### src/rtl/btn_pkg.sv
// btn_pkg: definitions shared by the button input path.
//   - 2-bit FSM state encodings for the event decoder
//   - integer helpers used to size the hold/repeat counter
// Callers of btn_debouncer reuse the same helpers for their own cycle counts.
package btn_pkg;

    // Decoder FSM states.
    localparam logic [1:0] ST_WAIT_IDLE = 2'd0;  // waiting for first release after reset
    localparam logic [1:0] ST_IDLE      = 2'd1;  // released, armed for a press
    localparam logic [1:0] ST_PRESSED   = 2'd2;  // held, below the long-press threshold
    localparam logic [1:0] ST_REPEAT    = 2'd3;  // held past the long-press threshold

    // Larger of two integers.
    function automatic int max_int(input int a, input int b);
        if (a > b) begin
            return a;
        end else begin
            return b;
        end
    endfunction

    // Bits needed by a counter that must represent 0 .. max(long, rep).
    function automatic int cnt_width(input int long_cycles, input int rep_cycles);
        return $clog2(max_int(long_cycles, rep_cycles) + 1);
    endfunction

endpackage

### src/rtl/btn_event_decoder.sv
// btn_event_decoder: turns a debounced, synchronous button level
// (1 = released, 0 = pressed) into single-cycle user-input events.
//
// Ports:
//   clk          in   system clock
//   reset        in   asynchronous, active-high reset
//   btnLevel     in   debounced button level, synchronous to clk
//   pressPulse   out  one-cycle pulse after a press is sampled
//   releasePulse out  one-cycle pulse after any release
//   shortPress   out  one-cycle pulse on release before the long threshold
//   longPress    out  one-cycle pulse when the hold reaches LONG_CYCLES
//   repeatPulse  out  one-cycle pulse every REPEAT_CYCLES after longPress
//   held         out  high while the FSM is in PRESSED or REPEAT
// All outputs are registered.
module btn_event_decoder
    import btn_pkg::*;
#(
    parameter int  CLKIN_FREQ        = 27_000_000,
    parameter real LONG_PRESS_PERIOD = 0.5,
    parameter real REPEAT_PERIOD     = 0.1,
    parameter bit  REPEAT_EN         = 1'b1
) (
    input  logic clk,
    input  logic reset,
    input  logic btnLevel,
    output logic pressPulse,
    output logic releasePulse,
    output logic shortPress,
    output logic longPress,
    output logic repeatPulse,
    output logic held
);

    // Periods are rounded to the nearest whole cycle so that values such as
    // 1000 * 0.01 cannot truncate to one cycle short.
    localparam int LONG_CYCLES   = $rtoi(real'(CLKIN_FREQ) * LONG_PRESS_PERIOD + 0.5);
    localparam int REPEAT_CYCLES = $rtoi(real'(CLKIN_FREQ) * REPEAT_PERIOD + 0.5);
    localparam int CW            = cnt_width(LONG_CYCLES, REPEAT_CYCLES);

    localparam logic [CW-1:0] LONG_LAST = CW'(LONG_CYCLES - 1);
    localparam logic [CW-1:0] REP_LAST  = CW'(REPEAT_CYCLES - 1);

    logic [1:0]    state_q, state_d;
    logic [CW-1:0] cnt_q, cnt_d;
    logic          press_q, press_d;
    logic          release_q, release_d;
    logic          short_q, short_d;
    logic          long_q, long_d;
    logic          repeat_q, repeat_d;
    logic          held_q, held_d;

    // Next-state logic: FSM, hold counter and event pulses decided together.
    // A release always takes priority over a threshold match on the same edge.
    always_comb begin
        state_d   = state_q;
        cnt_d     = cnt_q;
        press_d   = 1'b0;
        release_d = 1'b0;
        short_d   = 1'b0;
        long_d    = 1'b0;
        repeat_d  = 1'b0;

        case (state_q)
            ST_WAIT_IDLE: begin
                // A button held through reset must be released before it can press.
                if (btnLevel) begin
                    state_d = ST_IDLE;
                end else begin
                    state_d = ST_WAIT_IDLE;
                end
                cnt_d = '0;
            end

            ST_IDLE: begin
                if (!btnLevel) begin
                    state_d = ST_PRESSED;
                    press_d = 1'b1;
                end else begin
                    state_d = ST_IDLE;
                end
                cnt_d = '0;
            end

            ST_PRESSED: begin
                if (btnLevel) begin
                    state_d   = ST_IDLE;
                    release_d = 1'b1;
                    short_d   = 1'b1;
                    cnt_d     = '0;
                end else if (cnt_q == LONG_LAST) begin
                    state_d = ST_REPEAT;
                    long_d  = 1'b1;
                    cnt_d   = '0;
                end else begin
                    cnt_d = cnt_q + CW'(1);
                end
            end

            ST_REPEAT: begin
                if (btnLevel) begin
                    state_d   = ST_IDLE;
                    release_d = 1'b1;
                    cnt_d     = '0;
                end else if (REPEAT_EN) begin
                    if (cnt_q == REP_LAST) begin
                        repeat_d = 1'b1;
                        cnt_d    = '0;
                    end else begin
                        cnt_d = cnt_q + CW'(1);
                    end
                end else begin
                    cnt_d = '0;
                end
            end

            default: begin
                state_d = ST_WAIT_IDLE;
                cnt_d   = '0;
            end
        endcase

        // held tracks the state being entered, so it drops with releasePulse.
        held_d = (state_d == ST_PRESSED) || (state_d == ST_REPEAT);
    end

    // State, counter and output registers with asynchronous reset.
    always_ff @(posedge clk or posedge reset) begin
        if (reset) begin
            state_q   <= ST_WAIT_IDLE;
            cnt_q     <= '0;
            press_q   <= 1'b0;
            release_q <= 1'b0;
            short_q   <= 1'b0;
            long_q    <= 1'b0;
            repeat_q  <= 1'b0;
            held_q    <= 1'b0;
        end else begin
            state_q   <= state_d;
            cnt_q     <= cnt_d;
            press_q   <= press_d;
            release_q <= release_d;
            short_q   <= short_d;
            long_q    <= long_d;
            repeat_q  <= repeat_d;
            held_q    <= held_d;
        end
    end

    assign pressPulse   = press_q;
    assign releasePulse = release_q;
    assign shortPress   = short_q;
    assign longPress    = long_q;
    assign repeatPulse  = repeat_q;
    assign held         = held_q;

endmodule

### config.mk
export PLATFORM = sky130hd
export DESIGN_NAME = btn_event_decoder
export DESIGN_NICKNAME = d
export VERILOG_FILES = /design/src/rtl/btn_pkg.sv /design/src/rtl/btn_event_decoder.sv
export SDC_FILE = /design/constraint.sdc
export NUM_CORES = 1
export LEC_CHECK = 0
export CORE_UTILIZATION = 58
export DETAILED_ROUTE_END_ITERATION = 16
export PLACE_DENSITY = 0.79
export SLEW_MARGIN = 20
export SYNTH_ARGS = -nofsm -noshare
export SYNTH_HDL_FRONTEND = slang
export SYNTH_SLANG_ARGS = --single-unit
### constraint.sdc
create_clock -name clk -period 2.2 [get_ports clk]
set_input_delay 0.22 -clock clk [delete_from_list [all_inputs] [get_ports clk]]
set_output_delay 0.22 -clock clk [all_outputs]
set_load 0.1 [all_outputs]
# Yosys cells after proc, flatten, opt, wreduce, memory -nomap -nowiden
# Cells that the tools add are included.
[classes]
n_addsub = 1
n_eq_ne = 7
muxes = 22
reduce_logical = 4
[ops]
columns = ["operator", "n"]
rows = [
  ["24-bit 2-to-1 mux", 4],
  ["24-bit case mux with 3 select lines", 1],
  ["24-bit by 1-bit adder with 24-bit output (second input constant)", 1],
  ["24-bit by 22-bit equality test with 1-bit output (second input constant)", 1],
  ["24-bit equality test (second input constant)", 1],
  ["1-bit 2-to-1 mux", 12],
  ["2-bit equality test (second input constant)", 4],
  ["2-bit 2-to-1 mux", 4],
  ["2-bit case mux with 4 select lines", 1],
  ["2-bit OR reduction", 2],
  ["2-bit by 1-bit equality test with 1-bit output (second input constant)", 1],
  ["2-bit zero test", 1],
  ["1-bit logical OR", 1],
]
[word_totals]
regBits = 32
in_bits = 3
elab_cells = 42

# Depth between registers and ports, before layout
[depth]
word_depth = 6
ltp_mapped = 7
depth_no_buf = 5

# Least setup slack after synthesis
# Ideal clock, no wire load.
[synth_timing]
path_kind = "register to register"
startpoint = "register held (netlist name)"
endpoint = "register cnt_q[20]"
setup_ns = 0.094
t_arrival_ns = 1.844
required_ns = 2.106
setup_slack_ns = 0.262
stages_incl_launch_ff = 5
path_buffers = 2
cell_sequence = "dfrtp_1 -> or2b_2 -> clkbuf_8 -> clkbuf_1 -> a211oi_1"
[synth_lines]
columns = ["item", "line", "text"]
rows = [
  ["to (signal assigned)", "btn_event_decoder.sv:139", "cnt_q <= cnt_d;"],
  ["to (decl)", "btn_event_decoder.sv:44", "logic [CW-1:0] cnt_q, cnt_d;"],
]

# Worst setup path after layout
[layout_timing]
startpoint = "register cnt_q[4]"
endpoint = "register cnt_q[23]"
[layout_via]
elab_chain_len = 4
word_cells_on_any_way = 8
cone_classes = "1 x add/sub; 2 x eq/ne; 5 x mux"
[layout_lines]
columns = ["item", "line", "text"]
rows = [
  ["24-bit by 1-bit adder with 24-bit output (tied with other cells)", "btn_event_decoder.sv:95, btn_event_decoder.sv:109", ""],
  ["24-bit 2-to-1 mux (on tied branches)", "btn_event_decoder.sv:105, btn_event_decoder.sv:90", ""],
  ["24-bit 2-to-1 mux (on tied branches)", "btn_event_decoder.sv:100, btn_event_decoder.sv:85", ""],
  ["24-bit case mux with 3 select lines *", "btn_event_decoder.sv:63", "case (state_q)"],
  ["net cnt_d[23]", "btn_event_decoder.sv:44", ""],
]
# The timed path passes the listed nets; every way through them passes the cells marked *.

==> results.sh <==
export IMPL_status="finished clean"
export IMPL_cap_violations=0
export IMPL_cts_max_level=2
export IMPL_finClkSkew_ns=0.0146
export IMPL_max_freq_mhz=524
export IMPL_drv_slew=0
export IMPL_ys_types=42
export IMPL_grt_total_usage=0.257
export IMPL_worstRegToRegCells=4
export IMPL_synth_seq_area_share=0.481
export IMPL_clk_transition_reported_paths_ns=0.10
export IMPL_wire_per_inst_um=16.6
export IMPL_drc=0
export IMPL_critical_path_arrival_ns=2.17
export IMPL_vdd_drop_max_uv=839
export IMPL_gr_usage_met1=0.326
export IMPL_final_cells=194
export IMPL_r2r_start="cnt_q[4]"
export IMPL_clk_latency_ns=0.34
export IMPL_grt_remaining_overflow=0
export IMPL_dpl_cell_area_mm2=0.00167
export IMPL_initial_core_util=0.634
export IMPL_synth_top_family_by_area="simple AND/OR/NAND/NOR gates"
export IMPL_cts_resized=0
export IMPL_timing_final_crit_share=0.867
export IMPL_antenna_cells=0
export IMPL_cts_root_buf="clkbuf_4"
export IMPL_grt_pass1_vias=1154
export IMPL_ant_nets=0
export IMPL_synthCells=155
export IMPL_drive_gt1_frac=0.165
export IMPL_globalRouteMet3Util=0.0833
export IMPL_io_buffers=8
export IMPL_crit_chain="and4_1 -> nand4_4 -> or4_4 -> a211oi_2"
export IMPL_end_kind="flop"
export IMPL_ios=9
export IMPL_cts_buffer_depth=2
export IMPL_synth_nets=159
export IMPL_dr_pass1_iters=4
export IMPL_grt_pass1_wl_um=5130
export IMPL_start_kind="flop"
export IMPL_synthTopCellsByArea="dfrtp_1, nor3_1, xor2_1, nand4_1, xnor2_1"
export IMPL_cts_tree="yes"
export IMPL_synthMuxAreaShare=0
export IMPL_avgSynthCellArea_um2=10.4
export IMPL_globalRouteMet2Util=0.392
export IMPL_ys_flop_type="dfrtp_1"
export IMPL_critical_path_class="flop to flop"
export IMPL_ys_seq_elements=31
export IMPL_syn_cell_area_mm2=0.00161
export IMPL_place_gp_congestion=0.866
export IMPL_die_h_um=54.8
export IMPL_layout_nets=167
export IMPL_hold_class="input pin to async pin"
export IMPL_num_rows=18
export IMPL_crit_path_top_delay_cell="or4_4"
export IMPL_synth_xor_area_frac=0.0814
export IMPL_p_leak_nw=0.697
export IMPL_fin_util=0.690
export IMPL_vias_per_cell=6.57
export IMPL_max_slew_margin=0.666
export IMPL_crit_fanout=8
export IMPL_antenna_found_initial=0
export IMPL_finalSetupTns_ns=0
export IMPL_grt_setup_unrepaired="false"
export IMPL_synth_simple_area_share=0.314
export IMPL_setup_viol=0
export IMPL_dp_cells=186
export IMPL_grt_max_degree=32
export IMPL_hold_violations=0
export IMPL_cts_sinks=31
export IMPL_synth_compound_area_frac=0.0760
export IMPL_numCtsBuffers=5
export IMPL_routed_wl_um=3220
export IMPL_num_vias=1274
export IMPL_ctsHoldBuffers=0
export IMPL_reg2reg_slack_ns=0.29
export IMPL_yosysTopAreaCell="dfrtp_1"
export IMPL_worstMarginPinSlew_ns=0.502
export IMPL_synth_edf_count=0
export IMPL_busiest_layer="met2"
export IMPL_synthAdderAreaFrac=0.00775
export IMPL_synth_top_area_frac=0.481
export IMPL_postCtsSetupRepairBufs=0
export IMPL_core_area_mm2=0.00254
export IMPL_max_stage_delay_ns=0.55
export IMPL_die_area_mm2=0.00300
export IMPL_async_flop_share=1.00
export IMPL_dp_final_hpwl_um=2140
export IMPL_min_period_ns=1.91
export IMPL_yosysWarnings=0
export IMPL_die_w_um=54.8
export IMPL_area_delta_synth_final_pct=8.84
export IMPL_r2r_end="cnt_q[23]"
export IMPL_design_area_mm2=0.00176
export IMPL_pwr_density_cell_mw_per_mm2=643
export IMPL_first_iter_violations=32
export IMPL_critPathRequiredTime_ns=2.46
[sequential cells by signal (all words and copies together) (netlist names)]
signal	cells
cnt_q	24
held	1
longPress	1
pressPulse	1
releasePulse	1
repeatPulse	1
shortPress	1
state_q	1
[layout make-up]
| cell class | count | area, µm² |
|---|---|---|
| fillers | 209 | 788 |
| flip-flops and latches | 31 | 776 |
| multi-input cells | 113 | 773 |
| repair buffers | 9 | 72.6 |
| clock buffers | 6 | 51.3 |
| well taps | 30 | 37.5 |
| clock inverters | 2 | 35.0 |
| inverters | 3 | 11.3 |
[metrics by stage]
stage	setup WS (ns)	hold slack [ns]	power, mW
5_1_grt	0.171	0.319	1.16
3_3_place_gp	0.342	0.474	0.669
3_5_place_dp	0.305	0.489	0.671
6_report	0.292	0.241	1.13
4_1_cts	0.283	0.241	1.14
2_1_floorplan	0.262	0.286	0.653
[Yosys cell counts (3+ instances only)]
cell and number:
o21ai_0 6, a211oi_1 6, xor2_1 9, nor3_1 19, clkbuf_1 3, nand3_1 7, xnor2_1 6, nand4_1 11
or3_1 6, nor2_1 6, inv_1 3, nand2_1 7, dfrtp_1 31
[power by group]
part / internal (mW) / switching [mW] / total (mW)
logic: 0.0164 / 0.0592 / 0.0756
clock network: 0.268 / 0.202 / 0.470
registers: 0.577 / 0.00632 / 0.583
[per-layer routing]
layer  routed length [µm]  vias up
li1                     -      605
met1                 1470      626
met2                 1540       37
met3                  168        6
met4                   52        0
met5                    0        -
[worst max-delay path, delay by kind of cell, from the launching register on]
family | cells | cell delay, ns
AO/OA/AOI/OAI | 1 | 0.21
AND/OR/NAND/NOR | 3 | 1.17
flip-flops | 1 | 0.46
[placed cells by master, fill, tap and decap left out, types with 2 or more instances in the layout]
cell / netlist / final
nor3_1: 19 / 19
nor4_1: 2 / 2
nor2_1: 6 / 6
nand4_1: 11 / 11
clkdlybuf4s50_1: 0 / 2
clkbuf_4: 1 / 5
xnor2_1: 6 / 6
or3_1: 6 / 6
and3_1: 2 / 2
nand2_1: 7 / 7
and2_1: 2 / 2
inv_1: 3 / 3
dfrtp_1: 31 / 31
a211oi_1: 6 / 6
o21ai_0: 6 / 6
and4_2: 2 / 2
buf_4: 0 / 7
and4_1: 2 / 2
xor2_1: 9 / 9
nand3_1: 7 / 7
[cells by family (layout without fill, tap and decap cells)]
| logic type | after synthesis | in the layout |
|---|---|---|
| xor gates and xnor gates | 15 | 15 |
| AOI/OAI and AO/OA | 17 | 17 |
| adders and majority gates | 1 | 1 |
| and+or+nand+nor | 80 | 80 |
| buffers and inverters | 11 | 20 |
| DFF | 31 | 31 |
[worst max path at each step]
stage               cells after the start   endpoint  startpoint  slack [ns]
global route                            4  cnt_q[23]    cnt_q[4]        0.17
CTS                                     4  cnt_q[23]    cnt_q[4]        0.28
global placement                        4  cnt_q[23]    cnt_q[4]        0.34
detailed placement                      4  cnt_q[23]    cnt_q[4]        0.30
finish                                  4  cnt_q[23]    cnt_q[4]        0.29
floorplan                               4  cnt_q[20]        held        0.26
No activity file was read; power rests on OpenSTA's default activity.
